## config.mk

```make
export PLATFORM = sky130hd
export DESIGN_NAME = nonce_collect
export DESIGN_NICKNAME = d
export VERILOG_FILES = /design/src/rtl/miner_pkg.sv /design/src/rtl/nonce_fifo.sv /design/src/rtl/nonce_collect.sv
export SDC_FILE = /design/constraint.sdc
export NUM_CORES = 1
export LEC_CHECK = 0
export BUFFER_PORTS_ARGS = -buffer_cell sky130_fd_sc_hd__buf_2
export CELL_PAD_IN_SITES_DETAIL_PLACEMENT = 1
export CELL_PAD_IN_SITES_GLOBAL_PLACEMENT = 1
export CORE_MARGIN = 5
export CORE_UTILIZATION = 46
export CTS_CLUSTER_SIZE = 25
export DETAILED_ROUTE_END_ITERATION = 10
export PLACE_DENSITY_LB_ADDON = 0.1
export SLEW_MARGIN = 0
export SYNTH_ARGS = -nofsm -noshare
export SYNTH_HDL_FRONTEND = slang
export SYNTH_HIERARCHICAL = 1
export SYNTH_SLANG_ARGS = --single-unit
```

## constraint.sdc

```tcl
create_clock -name clk -period 8 [get_ports clk]
set_input_delay 0.8 -clock clk [delete_from_list [all_inputs] [get_ports clk]]
set_output_delay 0.8 -clock clk [all_outputs]
set_load 0.1 [all_outputs]
```

## src/rtl/miner_pkg.sv

```systemverilog
// Shared miner datapath definitions: collector FSM encoding and datapath widths.
package miner_pkg;

  typedef enum logic [1:0] {
    IDLE    = 2'd0,
    COLLECT = 2'd1,
    FLUSH   = 2'd2,
    DONE    = 2'd3
  } state_t;

  localparam int NONCE_W   = 32;
  localparam int HASHCNT_W = 48;

endpackage

```

## src/rtl/nonce_fifo.sv

```systemverilog
// First-word-fall-through FIFO for winning nonces; head is held in a register
// so a write into an empty FIFO is visible on dout the following cycle.
module nonce_fifo #(
  parameter int DEPTH = 8,
  parameter int W     = 32
) (
  input  logic                     clk,
  input  logic                     rst,
  input  logic                     clear,
  input  logic                     push,
  input  logic [W-1:0]             din,
  input  logic                     pop,
  output logic [W-1:0]             dout,
  output logic                     valid,
  output logic                     full,
  output logic [$clog2(DEPTH):0]   count
);

  localparam int AW = $clog2(DEPTH);

  logic [W-1:0] mem [DEPTH];
  logic [AW:0]  wr_ptr;
  logic [AW:0]  rd_ptr;
  logic [AW:0]  rd_next;
  logic         empty;
  logic         pop_eff;
  logic         push_eff;

  assign count    = wr_ptr - rd_ptr;
  assign full     = (count == (AW + 1)'(DEPTH));
  assign empty    = (count == '0);
  assign valid    = ~empty;
  assign pop_eff  = pop & ~empty & ~clear;
  // A full FIFO still accepts a write when the head leaves in the same cycle.
  assign push_eff = push & ~clear & (~full | pop_eff);
  assign rd_next  = rd_ptr + (AW + 1)'(pop_eff);

  always_ff @(posedge clk) begin
    if (push_eff) begin
      mem[wr_ptr[AW-1:0]] <= din;
    end
  end

  always_ff @(posedge clk or posedge rst) begin
    if (rst) begin
      wr_ptr <= '0;
      rd_ptr <= '0;
      dout   <= '0;
    end else if (clear) begin
      wr_ptr <= '0;
      rd_ptr <= '0;
    end else begin
      if (push_eff) begin
        wr_ptr <= wr_ptr + 1'b1;
      end
      rd_ptr <= rd_next;
      // New head comes from the incoming word when it lands in the head slot,
      // otherwise from memory after a pop; an empty FIFO keeps the old value.
      if (push_eff && (rd_next == wr_ptr)) begin
        dout <= din;
      end else if (pop_eff && (rd_next != wr_ptr)) begin
        dout <= mem[rd_next[AW-1:0]];
      end
    end
  end

endmodule

```

## src/rtl/nonce_collect.sv

```systemverilog
// Work-unit nonce collector: FSM, hit qualification, overflow/drop accounting.
// Optional hash counter output enabled by NONCE_COLLECT_HASHCNT_EN.
module nonce_collect
  import miner_pkg::*;
#(
  parameter int DEPTH  = 8,
  parameter int TAIL   = 4,
  parameter int DROP_W = 8
) (
  input  logic                    clk,
  input  logic                    rst,
  input  logic                    clear,
  input  logic                    start,
  input  logic                    scan_done,
  input  logic                    found,
  input  logic                    busy,
  input  logic [NONCE_W-1:0]      nonce,
  output logic                    out_valid,
  output logic [NONCE_W-1:0]      out_nonce,
  input  logic                    out_ready,
  output logic [$clog2(DEPTH):0]  fifo_cnt,
  output logic                    overflow,
  output logic [DROP_W-1:0]       drop_cnt,
`ifdef NONCE_COLLECT_HASHCNT_EN
  output logic [HASHCNT_W-1:0]    hash_cnt,
`endif
  output logic                    done
);

  localparam int TW = (TAIL > 1) ? $clog2(TAIL) : 1;

  state_t        state;
  logic [TW-1:0] tail_cnt;
  logic          live;
  logic          hit;
  logic          pop;
  logic          full;
  logic          drop;

  assign live = (state == COLLECT) || (state == FLUSH);
  assign hit  = live & found & busy;
  assign pop  = out_valid & out_ready;
  assign drop = hit & full & ~pop;

  nonce_fifo #(
    .DEPTH (DEPTH),
    .W     (NONCE_W)
  ) u_fifo (
    .clk   (clk),
    .rst   (rst),
    .clear (clear),
    .push  (hit),
    .din   (nonce),
    .pop   (pop),
    .dout  (out_nonce),
    .valid (out_valid),
    .full  (full),
    .count (fifo_cnt)
  );

  always_ff @(posedge clk or posedge rst) begin
    if (rst) begin
      state    <= IDLE;
      tail_cnt <= '0;
      done     <= 1'b0;
      overflow <= 1'b0;
      drop_cnt <= '0;
    end else if (clear) begin
      state    <= IDLE;
      tail_cnt <= '0;
      done     <= 1'b0;
      overflow <= 1'b0;
      drop_cnt <= '0;
    end else begin
      case (state)
        IDLE: begin
          if (start) begin
            state <= COLLECT;
          end
        end
        COLLECT: begin
          if (scan_done) begin
            state    <= FLUSH;
            tail_cnt <= TW'(TAIL - 1);
          end
        end
        FLUSH: begin
          // Keep accepting for TAIL cycles so in-flight hashes drain.
          if (tail_cnt == '0) begin
            state <= DONE;
            done  <= 1'b1;
          end else begin
            tail_cnt <= tail_cnt - 1'b1;
          end
        end
        DONE: begin
          if (start) begin
            state <= COLLECT;
            done  <= 1'b0;
          end
        end
        default: state <= IDLE;
      endcase
      if (drop) begin
        overflow <= 1'b1;
        if (drop_cnt != '1) begin
          drop_cnt <= drop_cnt + 1'b1;
        end
      end
    end
  end

`ifdef NONCE_COLLECT_HASHCNT_EN
  always_ff @(posedge clk or posedge rst) begin
    if (rst) begin
      hash_cnt <= '0;
    end else if (clear) begin
      hash_cnt <= '0;
    end else if (live && busy) begin
      hash_cnt <= hash_cnt + 1'b1;
    end
  end
`endif

endmodule

```

==> results of run 1 <==
[worst register-to-register path: stages (launching register included)]
cell and delay, ns:
dfrtp_1 0.57, inv_1 0.19, ha_1 0.26, inv_1 0.07, fa_1 0.44, or2b_1 0.29
or3_2 0.48, and2_1 0.21, nand2b_1 0.12, o21ba_2 0.19, nor3_4 0.18, buf_4 0.49
inv_1 0.23, ha_4 0.61, buf_4 0.85, mux4_2 0.64, mux2i_1 0.16, nor3_1 0.06
a221o_1 0.29
[routing by layer]
layer / vias to the layer above / share of wire (%)
met5: - / 0.044
met4: 2 / 1.4
met3: 34 / 4.0
met2: 127 / 51
met1: 3638 / 43
li1: 2908 / -
[through the flow]
step	hold slack (ns)	total power, mW	instance area [sq um]	instances
floorplan	0.528	2.77	12600	658
global placement	0.476	2.96	13500	1073
detailed placement	0.492	2.98	13500	1073
CTS	0.378	4.46	14500	1134
global route	0.419	4.58	14500	1134
finish	0.372	4.42	14500	1135
[cell type report]
| class | count | area share (%) |
|---|---|---|
| well taps | 341 | 2.93 |
| clock buffers | 49 | 6.79 |
| diodes | 1 | 0.0172 |
| multi-input cells | 297 | 23.1 |
| clock inverters | 12 | 0.456 |
| inverters | 17 | 0.439 |
| repair buffers | 108 | 4.09 |
| flip-flops and latches | 310 | 62.1 |
[worst max path at each step]
stage	from	to	slack [ns]	cells after the start
global placement	u_fifo/rd_ptr[2]$_DFF_PP0_	u_fifo/dout[12]$_DFFE_PP0P_	1.73	19
global route	u_fifo/wr_ptr[0]$_DFFE_PP0P_	u_fifo/dout[10]$_DFFE_PP0P_	1.12	18
detailed placement	u_fifo/wr_ptr[0]$_DFFE_PP0P_	u_fifo/dout[10]$_DFFE_PP0P_	1.49	18
CTS	u_fifo/wr_ptr[0]$_DFFE_PP0P_	u_fifo/dout[26]$_DFFE_PP0P_	1.44	18
floorplan	u_fifo/wr_ptr[0]$_DFFE_PP0P_	u_fifo/mem[0][0]$_DFFE_PP_	1.0	11
finish	u_fifo/wr_ptr[0]$_DFFE_PP0P_	u_fifo/dout[26]$_DFFE_PP0P_	1.55	18
[flip-flops by register name, summed over array words and instances (netlist names)]
register / flops
u_fifo/dout: 32
overflow: 1
state: 2
done: 1
tail_cnt: 2
u_fifo/mem: 256
u_fifo/wr_ptr: 4
drop_cnt: 8
u_fifo/rd_ptr: 4
[cell families (layout without fill, tap and decap cells)]
family                     count (synthesis)  in the layout  share of synthesized area [%]
DFF                                      310            310                           71.6
adders and majority gates                 12             12                           1.25
xor gates and xnor gates                  11             11                          0.931
buffers and inverters                     51            186                           2.50
AOI/OAI and AO/OA                         66             66                           4.75
and+or+nand+nor                          109            109                           4.81
muxes                                     99             99                           14.2
other                                      0              1                              0
[cell usage in the layout (no fill, tap or decap), types with 3 or more instances in the layout]
| master | n |
|---|---|
| edfxtp_1 | 256 |
| buf_2 | 86 |
| or2_2 | 3 |
| a221o_1 | 31 |
| dfrtp_1 | 54 |
| ha_1 | 9 |
| clkinv_1 | 3 |
| nand3_1 | 5 |
| buf_4 | 22 |
| nor3_1 | 33 |
| a21oi_1 | 11 |
| a211oi_1 | 3 |
| and2_1 | 4 |
| nor4_2 | 3 |
| o21ai_0 | 6 |
| mux2i_1 | 34 |
| nor2b_1 | 4 |
| inv_1 | 16 |
| mux4_2 | 64 |
| clkbuf_8 | 6 |
| clkbuf_1 | 8 |
| nand4_1 | 5 |
| nor2_1 | 12 |
| clkinv_2 | 6 |
| nor3_2 | 5 |
| xor2_1 | 4 |
| xnor2_1 | 4 |
| nand2b_1 | 3 |
| nand2_1 | 12 |
| clkbuf_16 | 35 |
[power breakdown]
group          switching [mW]  total (mW)  leakage (nW)  internal, mW
Sequential             0.0683        1.92          3.01          1.85
Combinational           0.819        1.02          1.46         0.206
Clock                   0.610        1.47         0.521         0.861
Total                    1.50        4.42          4.99          2.92
==> results_dict.tcl, run 1 <==
set metrics [dict create \
    status "finished, final reports clean" \
    drive_above_1_share_pct 32.5 \
    grt_util_met2_pct 33.9 \
    synth_common_cells "256 x edfxtp_1, 64 x mux4_2, 54 x dfrtp_1" \
    seqCellArea_sq_um 9040 \
    worstSetupPathType "flop to flop" \
    use_met3_pct 3.16 \
    final-setup-viol-count 0 \
    yosys_register_bits 310 \
    critical_path_peak_fanout 46 \
    dieArea_sq_um 30900 \
    ys_types 61 \
    r2r_setup_slack_ns 1.55 \
    use_met1_pct 26.4 \
    clock_sinks 310 \
    die_w_um 176 \
    synth_edf_count 256 \
    cts_hold_buf 0 \
    async_reset_ff_share_pct 17.4 \
    cp_cell_sequence "inv_1 > ha_1 > inv_1 > fa_1 > or2b_1 > or3_2 > and2_1 > nand2b_1 > o21ba_2 > nor3_4 > buf_4 > inv_1 > ha_4 > buf_4 > mux4_2 > mux2i_1 > nor3_1 > a221o_1" \
    synthDominantCellAreaShare_pct 60.9 \
    synth_seq_area_share_pct 71.6 \
    clockRootBuffer "clkbuf_16" \
    multi_input_area_sq_um 3370 \
    reg2reg_to "u_fifo/dout[26]$_DFFE_PP0P_" \
    fin_tns_setup_ns 0 \
    synth_top_area_cell "edfxtp_1" \
    grt_max_degree 66 \
    irDropWorstVdd_mv 0.195 \
    fin_crit_ns 6.45 \
    antenna_left 0 \
    r2r_start "u_fifo/wr_ptr[0]$_DFFE_PP0P_" \
    cp.buffers_inverters 5 \
    synthCells 658 \
    first_pass_iters 4 \
    yosys_warnings 6 \
    critical_path.max_stage_delay_ns 0.84 \
    powerDensity_nw_per_um2 304 \
    finalWorstSetupSlack_ns 1.55 \
    io-pin-count 87 \
    cts.repair.resized 0 \
    grt_pass1_wl_mm 45.8 \
    routed_wl_mm 29.5 \
    gr-max-usage-layer "met2" \
    crit_path_end_kind "flop" \
    hold_viol_final 0 \
    ys_top_cells_by_area "edfxtp_1 61%, mux4_2 11%, dfrtp_1 11%" \
    cp_slowest_cell "buf_4" \
    drc_errors 0 \
    reg2regPathDepth 18 \
    core_sq_um 27000 \
    worstMarginPinSlew_ns 1.01 \
    row_count 60 \
    place.gp.congestion 0.782 \
    grt_overflow 0 \
    initial_core_util_pct 46.7 \
    p_leak_nw 4.99 \
    antenna_found_initial 1 \
    cts-htree-levels 2 \
    cts_tree "done" \
    synth_area_per_cell_sq_um 19.2 \
    slew_headroom_pct 32.7 \
    max_freq_mhz 155 \
    start_kind "flop" \
    clk_pin_slew_ns 0.06 \
    cp.required_ns 8.37 \
    die_h_um 176 \
    critPathArrivalTime_ns 6.82 \
    dp_hpwl_mm 16.8 \
    clock_latency_ns 0.51 \
    critPathTopFamily "buffers and inverters" \
    clock_skew_ns 0.0211 \
    cts_setup_buffers 0 \
    grt_usage_pct 19.5 \
    synth_top_flop_cell "edfxtp_1" \
    min_path_type "input port to asynchronous set/reset pin" \
    syn_nets 710 \
    crit_top_cell "inv_1" \
    drt-vias-per-instance 5.91 \
    maxSlewViolCount 0 \
    grt_pass1_vias 7482 \
    vias 6709 \
    wl_per_cell_um 26.0 \
    post-place-ws_ns 1.49 \
    drt_iter0_markers 379 \
    cts_buffer_depth 3 \
    yosysMostFrequentCell "edfxtp_1" \
    fill_cells 2463 \
    final_nets 820 \
    drv_cap 0 \
    rsz0062_at_grt "no" \
    cts_buffers 34 \
    synth_area_sq_um 12600 \
    numPortBuffers 86 \
    fin_util_pct 53.8 \
    area_delta_synth_final_pct 15.2 \
    post-route-period-util_pct 80.6 \
]
(Power assumes the default switching activity.)
==> run 2, diff against run 1 <==
ABC_AREA = 1   (was default)
clock period = 6.1 ns   (was 8 ns; I/O delays follow)
==> run 2 against run 1 <==
Net effect: first-iteration DRC count rose by 57%; maximum frequency rose by 18%; final area rose by 4.1%; clock-buffer cell count rose by 8; utilization fell by 0.79 points; sequential power rose by 31%; synthesized area rose by 5.0%; die area rose by 4.7%; highest routed layer unchanged.
==> results_dict.tcl, run 2 <==
set metrics [dict create \
    cp_slowest_cell "nand2_4" \
    vias 9341 \
    max_freq_mhz 183 \
    cts_buffers 35 \
    grt_usage_pct 21.7 \
    fin_util_pct 53.0 \
    place.gp.congestion 0.774 \
    area_delta_synth_final_pct 14.2 \
    worstSetupPathType "flop to flop" \
    numPortBuffers 86 \
    row_count 62 \
    most-common-layout-cells "256 x edfxtp_1, 212 x nor2_1, 198 x nand2_1" \
    hold_viol_final 0 \
    slew_headroom_pct 34.9 \
    min_path_type "input port to asynchronous set/reset pin" \
    largest_reg_flops 256 \
    synth_common_cells "256 x edfxtp_1, 220 x nor2_1, 198 x nand2_1" \
    initial_core_util_pct 46.5 \
    clockRootBuffer "clkbuf_16" \
    cts.repair.resized 0 \
    fin_crit_ns 5.48 \
    final-setup-viol-count 0 \
    cts-htree-levels 2 \
    wl_per_cell_um 21.2 \
    cts_setup_buffers 0 \
    endpoint "u_fifo/dout[5]$_DFFE_PP0P_" \
    crit_start "u_fifo/wr_ptr[0]$_DFFE_PP0P_" \
    r2r_start "u_fifo/wr_ptr[0]$_DFFE_PP0P_" \
    post-route-period-util_pct 89.8 \
    clock_sinks 310 \
    ys_top_cells_by_area "edfxtp_1 58%, dfrtp_1 10%, nor2_1 6.2%" \
    clock_latency_ns 0.52 \
    path_depth 26 \
    final_nets 1326 \
    grt_pass1_vias 9772 \
    die_h_um 180 \
    critPathArrivalTime_ns 5.88 \
    io-pin-count 87 \
    ys_types 34 \
    drt-vias-per-instance 5.54 \
    routed_wl_mm 35.7 \
    yosysMostFrequentCell "edfxtp_1" \
    whs_ns 0.180 \
    dieArea_sq_um 32300 \
    cts_tree "done" \
    antenna_left 0 \
    grt_overflow 0 \
    synth_area_sq_um 13300 \
    critical_path_peak_fanout 41 \
    reg2reg_to "u_fifo/dout[5]$_DFFE_PP0P_" \
    drive_above_1_share_pct 13.9 \
    synth_top_area_cell "edfxtp_1" \
    synth_seq_area_share_pct 68.2 \
    drv_cap 0 \
    first_pass_iters 5 \
    synth_area_per_cell_sq_um 11.0 \
    powerDensity_nw_per_um2 391 \
    fin_tns_setup_ns 0 \
    async_reset_ff_share_pct 17.4 \
    drc_errors 0 \
    cp.required_ns 6.50 \
    critical_path.max_stage_delay_ns 0.63 \
    totalPowerFinal_mw 5.92 \
    synthCells 1202 \
    reg2regPathDepth 26 \
    die_w_um 180 \
    yosys_register_bits 310 \
    worstMarginPinSlew_ns 0.977 \
    grt_pass1_wl_mm 55.8 \
    yosys_warnings 6 \
    layout_commonest_cell "edfxtp_1" \
    cp.buffers_inverters 7 \
    start_kind "flop" \
    r2r_setup_slack_ns 0.62 \
    synthDominantCellAreaShare_pct 58.0 \
    maxSlewViolCount 0 \
    drt_iter0_markers 595 \
    clock_skew_ns 0.0150 \
    p_leak_nw 5.94 \
    clk_pin_slew_ns 0.06 \
    dp_hpwl_mm 19.4 \
    status "finished, final reports clean" \
    syn_nets 1254 \
    critPathTopFamily "simple AND/OR/NAND/NOR gates" \
    design_area_sq_um 15100 \
    synth_top_flop_cell "edfxtp_1" \
    cts_buffer_depth 3 \
    core_sq_um 28500 \
    irDropWorstVdd_mv 0.274 \
    crit_path_end_kind "flop" \
    placed_area_sq_um 14100 \
    grt_max_degree 91 \
    rsz0062_at_grt "no" \
    synth_edf_count 256 \
    cts_hold_buf 0 \
    antenna_found_initial 2 \
]
-- run 2: worst min-delay path by stage --
stage          slack, ns                   startpoint  depth (start not counted)                          end
2_1_floorplan       0.46      tail_cnt[0]$_DFFE_PP0P_                          2      tail_cnt[0]$_DFFE_PP0P_
3_3_place_gp        0.46  u_fifo/dout[12]$_DFFE_PP0P_                          2  u_fifo/dout[12]$_DFFE_PP0P_
3_5_place_dp        0.46  u_fifo/dout[23]$_DFFE_PP0P_                          2  u_fifo/dout[23]$_DFFE_PP0P_
4_1_cts             0.18                          rst                          2             done$_DFFE_PP0P_
5_1_grt             0.22                          rst                          2      tail_cnt[0]$_DFFE_PP0P_
6_report            0.18                          rst                          2      tail_cnt[0]$_DFFE_PP0P_
-- run 2: area by class of cell --
| class | instances | area [sq um] |
|---|---|---|
| clock inverter | 6 | 45.0 |
| fill | 3081 | 13400 |
| antenna | 1 | 2.50 |
| sequential | 310 | 9040 |
| timing repair buffer | 105 | 573 |
| multi-input combinational | 750 | 3720 |
| inverter | 72 | 274 |
| tap | 384 | 480 |
| clock buffer | 57 | 1010 |
-- run 2: routing by layer --
metal / track usage, % / up-vias / part of all wire (%)
met4: 4.36 / 2 / 1.6
met1: 29.3 / 4775 / 44
met3: 3.68 / 47 / 4.4
met5: 0 / - / 0.020
met2: 37.4 / 187 / 50
li1: - / 4330 / -
-- run 2: cell families (layout without fill, tap and decap cells) --
family                   count (synthesis)  after routing  share of synthesized area, %
adder cells (fa/ha/maj)                 12             12                          1.19
flip-flops                             310            310                          68.2
other                                    0              1                             0
XOR/XNOR                                 3              3                         0.198
AND/OR/NAND/NOR                        525            525                          16.7
AO/OA/AOI/OAI                          210            210                          9.21
buffers and inverters                  142            240                          4.59
-- run 2: report_power, final --
group          leakage (nW)  internal, mW  total, mW  switching (mW)
registers              3.00          2.43       2.51          0.0792
logic                  2.43         0.235       1.45            1.22
clock network         0.505          1.13       1.96           0.820
total                  5.94          3.80       5.92            2.11
-- run 2: metrics by stage --
stage | std cells | setup WS (ns)
2_1_floorplan | 1202 | 0.523
3_3_place_gp | 1621 | 0.863
3_5_place_dp | 1621 | 0.550
4_1_cts | 1684 | 0.564
5_1_grt | 1685 | 0.215
6_report | 1685 | 0.624
==> run 3, diff against run 2 <==
BUFFER_PORTS_ARGS = -buffer_cell sky130_fd_sc_hd__buf_4   (was -buffer_cell sky130_fd_sc_hd__buf_2)
CAP_MARGIN = 25   (was default)
CTS_BUF_LIST = sky130_fd_sc_hd__clkbuf_2 sky130_fd_sc_hd__clkbuf_4 sky130_fd_sc_hd__clkbuf_8   (was default)
==> run 3 against run 2 <==
Net effect: die area stayed put; clock-buffer cell count increased by 19; clock power shrank 6%; largest power group unchanged; global-route usage is 0.19 points higher; largest cell class unchanged; hold slack got worse by 0.058 ns; critical path type unchanged; worst setup slack lost 0.13 ns.
==> results_dict.tcl, run 3 (synthesized netlist as in run 2, its figures left out) <==
set metrics [dict create \
    antenna_cells 0 \
    dieArea_sq_um 32300 \
    netSwitchingFraction_pct 36.4 \
    drt-vias-per-instance 5.49 \
    worstSetupPathType "flop to flop" \
    slew_headroom_pct 37.6 \
    fin_tns_setup_ns 0 \
    start_kind "flop" \
    drc_errors 0 \
    fin_util_pct 53.9 \
    combPwrFrac_pct 25.8 \
    cp_slowest_cell "nand2_4" \
    post-place-ws_ns 0.466 \
    dr_wl_met3_mm 1.80 \
    clockPowerShare_pct 31.3 \
    grt_max_degree 103 \
    dp_hpwl_mm 19.5 \
    antenna_left 0 \
    r2r_setup_slack_ns 0.50 \
    wl_met2_mm 18.0 \
    vias 9431 \
    largest_reg_flops 256 \
    p_leak_nw 6.07 \
    drt_iter0_markers 579 \
    layout_commonest_cell "edfxtp_1" \
    initial_core_util_pct 46.5 \
    cts_tree "done" \
    top_layer "met4" \
    antenna_found_initial 0 \
    critPathArrivalTime_ns 6.05 \
    fin_crit_ns 5.60 \
    grt_pass1_wl_mm 56.4 \
    max_freq_mhz 178 \
    die_h_um 180 \
    clockRootBuffer "clkbuf_8" \
    worstMarginPinSlew_ns 0.937 \
    critPathTopFamily "simple AND/OR/NAND/NOR gates" \
    cp.required_ns 6.54 \
    grt_usage_pct 21.9 \
    clock_latency_ns 0.58 \
    p_int_mw 3.74 \
    irDropWorstVdd_mv 0.310 \
    p_seq_share_pct 42.8 \
    r2r_start "u_fifo/wr_ptr[0]$_DFFE_PP0P_" \
    reg2regPathDepth 25 \
    most-common-layout-cells "256 x edfxtp_1, 212 x nor2_1, 198 x nand2_1" \
    path_depth 25 \
    clock_skew_ns 0.0314 \
    drv_cap 0 \
    numPortBuffers 86 \
    reg2reg_to "u_fifo/dout[18]$_DFFE_PP0P_" \
    first_pass_iters 5 \
    grt_overflow 0 \
    area_delta_synth_final_pct 16.0 \
    critical_path.max_stage_delay_ns 0.69 \
    post-route-period-util_pct 91.9 \
    final-setup-viol-count 0 \
    cts_buffers 52 \
    die_w_um 180 \
    min_path_type "input port to asynchronous set/reset pin" \
    cts_setup_buffers 0 \
    fill_cells 3113 \
    crit_path_end_kind "flop" \
    cts_buffer_depth 3 \
    cts_hold_buf 0 \
    io-pin-count 87 \
    status "finished, final reports clean" \
    cp.buffers_inverters 7 \
    place.gp.congestion 0.763 \
    cts-htree-levels 2 \
    totalPowerFinal_mw 5.88 \
    clk_pin_slew_ns 0.06 \
    final_nets 1344 \
    cts.repair.resized 0 \
    maxSlewViolCount 0 \
    crit_top_cell "nand2_1" \
    clock_sinks 310 \
    row_count 62 \
    routed_wl_mm 36.2 \
    switchingPower_mw 2.14 \
    powerDensity_nw_per_um2 382 \
    rsz0062_at_grt "no" \
    wl_per_cell_um 21.0 \
    wl_met1_mm 15.8 \
    drive_above_1_share_pct 17.2 \
    grt_pass1_vias 9985 \
    core_sq_um 28500 \
    critical_path_peak_fanout 42 \
    hold_viol_final 0 \
    finalWorstSetupSlack_ns 0.496 \
]
[run 3: power groups by stage]
stage               Sequential [mW]  Clock [mW]  Combinational, mW
floorplan                      3.25           0              0.442
global placement               2.57           0               1.50
detailed placement             2.56           0               1.53
CTS                            2.52        1.89               1.53
global route                   2.53        2.01               1.61
finish                         2.52        1.84               1.52
[run 3: routing by layer]
metal  global-route usage, %  vias to the layer above
met1                    28.9                     4760
met2                    38.0                      242
met3                    3.92                       54
li1                        -                     4375
met5                       0                        -
met4                    5.12                        0
[run 3: final cells by class]
class                           count  area [sq um]  area share [%]
Timing Repair Buffer              106           816            5.30
Multi-Input combinational cell    750          3720            24.2
Sequential cell                   310          9040            58.8
Clock inverter                     21           101           0.659
Clock buffer                       76           952            6.19
Inverter                           72           274            1.78
Tap cell                          384           480            3.12
[run 3: worst max path at each step]
stage	start	endpoint	slack, ns
finish	u_fifo/wr_ptr[0]$_DFFE_PP0P_	u_fifo/dout[18]$_DFFE_PP0P_	0.50
global route	u_fifo/wr_ptr[0]$_DFFE_PP0P_	u_fifo/dout[18]$_DFFE_PP0P_	0.06
CTS	u_fifo/wr_ptr[0]$_DFFE_PP0P_	u_fifo/dout[19]$_DFFE_PP0P_	0.46
detailed placement	u_fifo/wr_ptr[0]$_DFFE_PP0P_	u_fifo/dout[5]$_DFFE_PP0P_	0.47
global placement	u_fifo/wr_ptr[0]$_DFFE_PP0P_	u_fifo/dout[31]$_DFFE_PP0P_	0.73
floorplan	u_fifo/wr_ptr[0]$_DFFE_PP0P_	u_fifo/mem[0][0]$_DFFE_PP_	0.52
[run 3: worst register-to-register path: stages (launching register included)]
cell,delay (ns)
dfrtp_1,0.41
inv_1,0.11
ha_1,0.21
inv_1,0.08
fa_1,0.42
or2_1,0.24
nor2_1,0.22
nand3_1,0.19
nand2_1,0.14
inv_1,0.05
inv_1,0.07
nor2_1,0.06
nand2_1,0.08
inv_1,0.07
ha_4,0.27
clkinv_2,0.44
nand2_1,0.19
nand2_1,0.08
nor2_2,0.13
nand3_1,0.12
nor2_4,0.13
nand3_4,0.49
nand2_4,0.69
inv_4,0.36
nand2_1,0.17
nand2_1,0.07
[run 3: per-stage QoR]
step,cell area (sq um),std cells,hold WS [ns]
floorplan,13300,1202,0.459
finish,15400,1719,0.122
global route,15400,1719,0.151
detailed placement,14300,1621,0.468
global placement,14300,1621,0.467
CTS,15400,1718,0.113
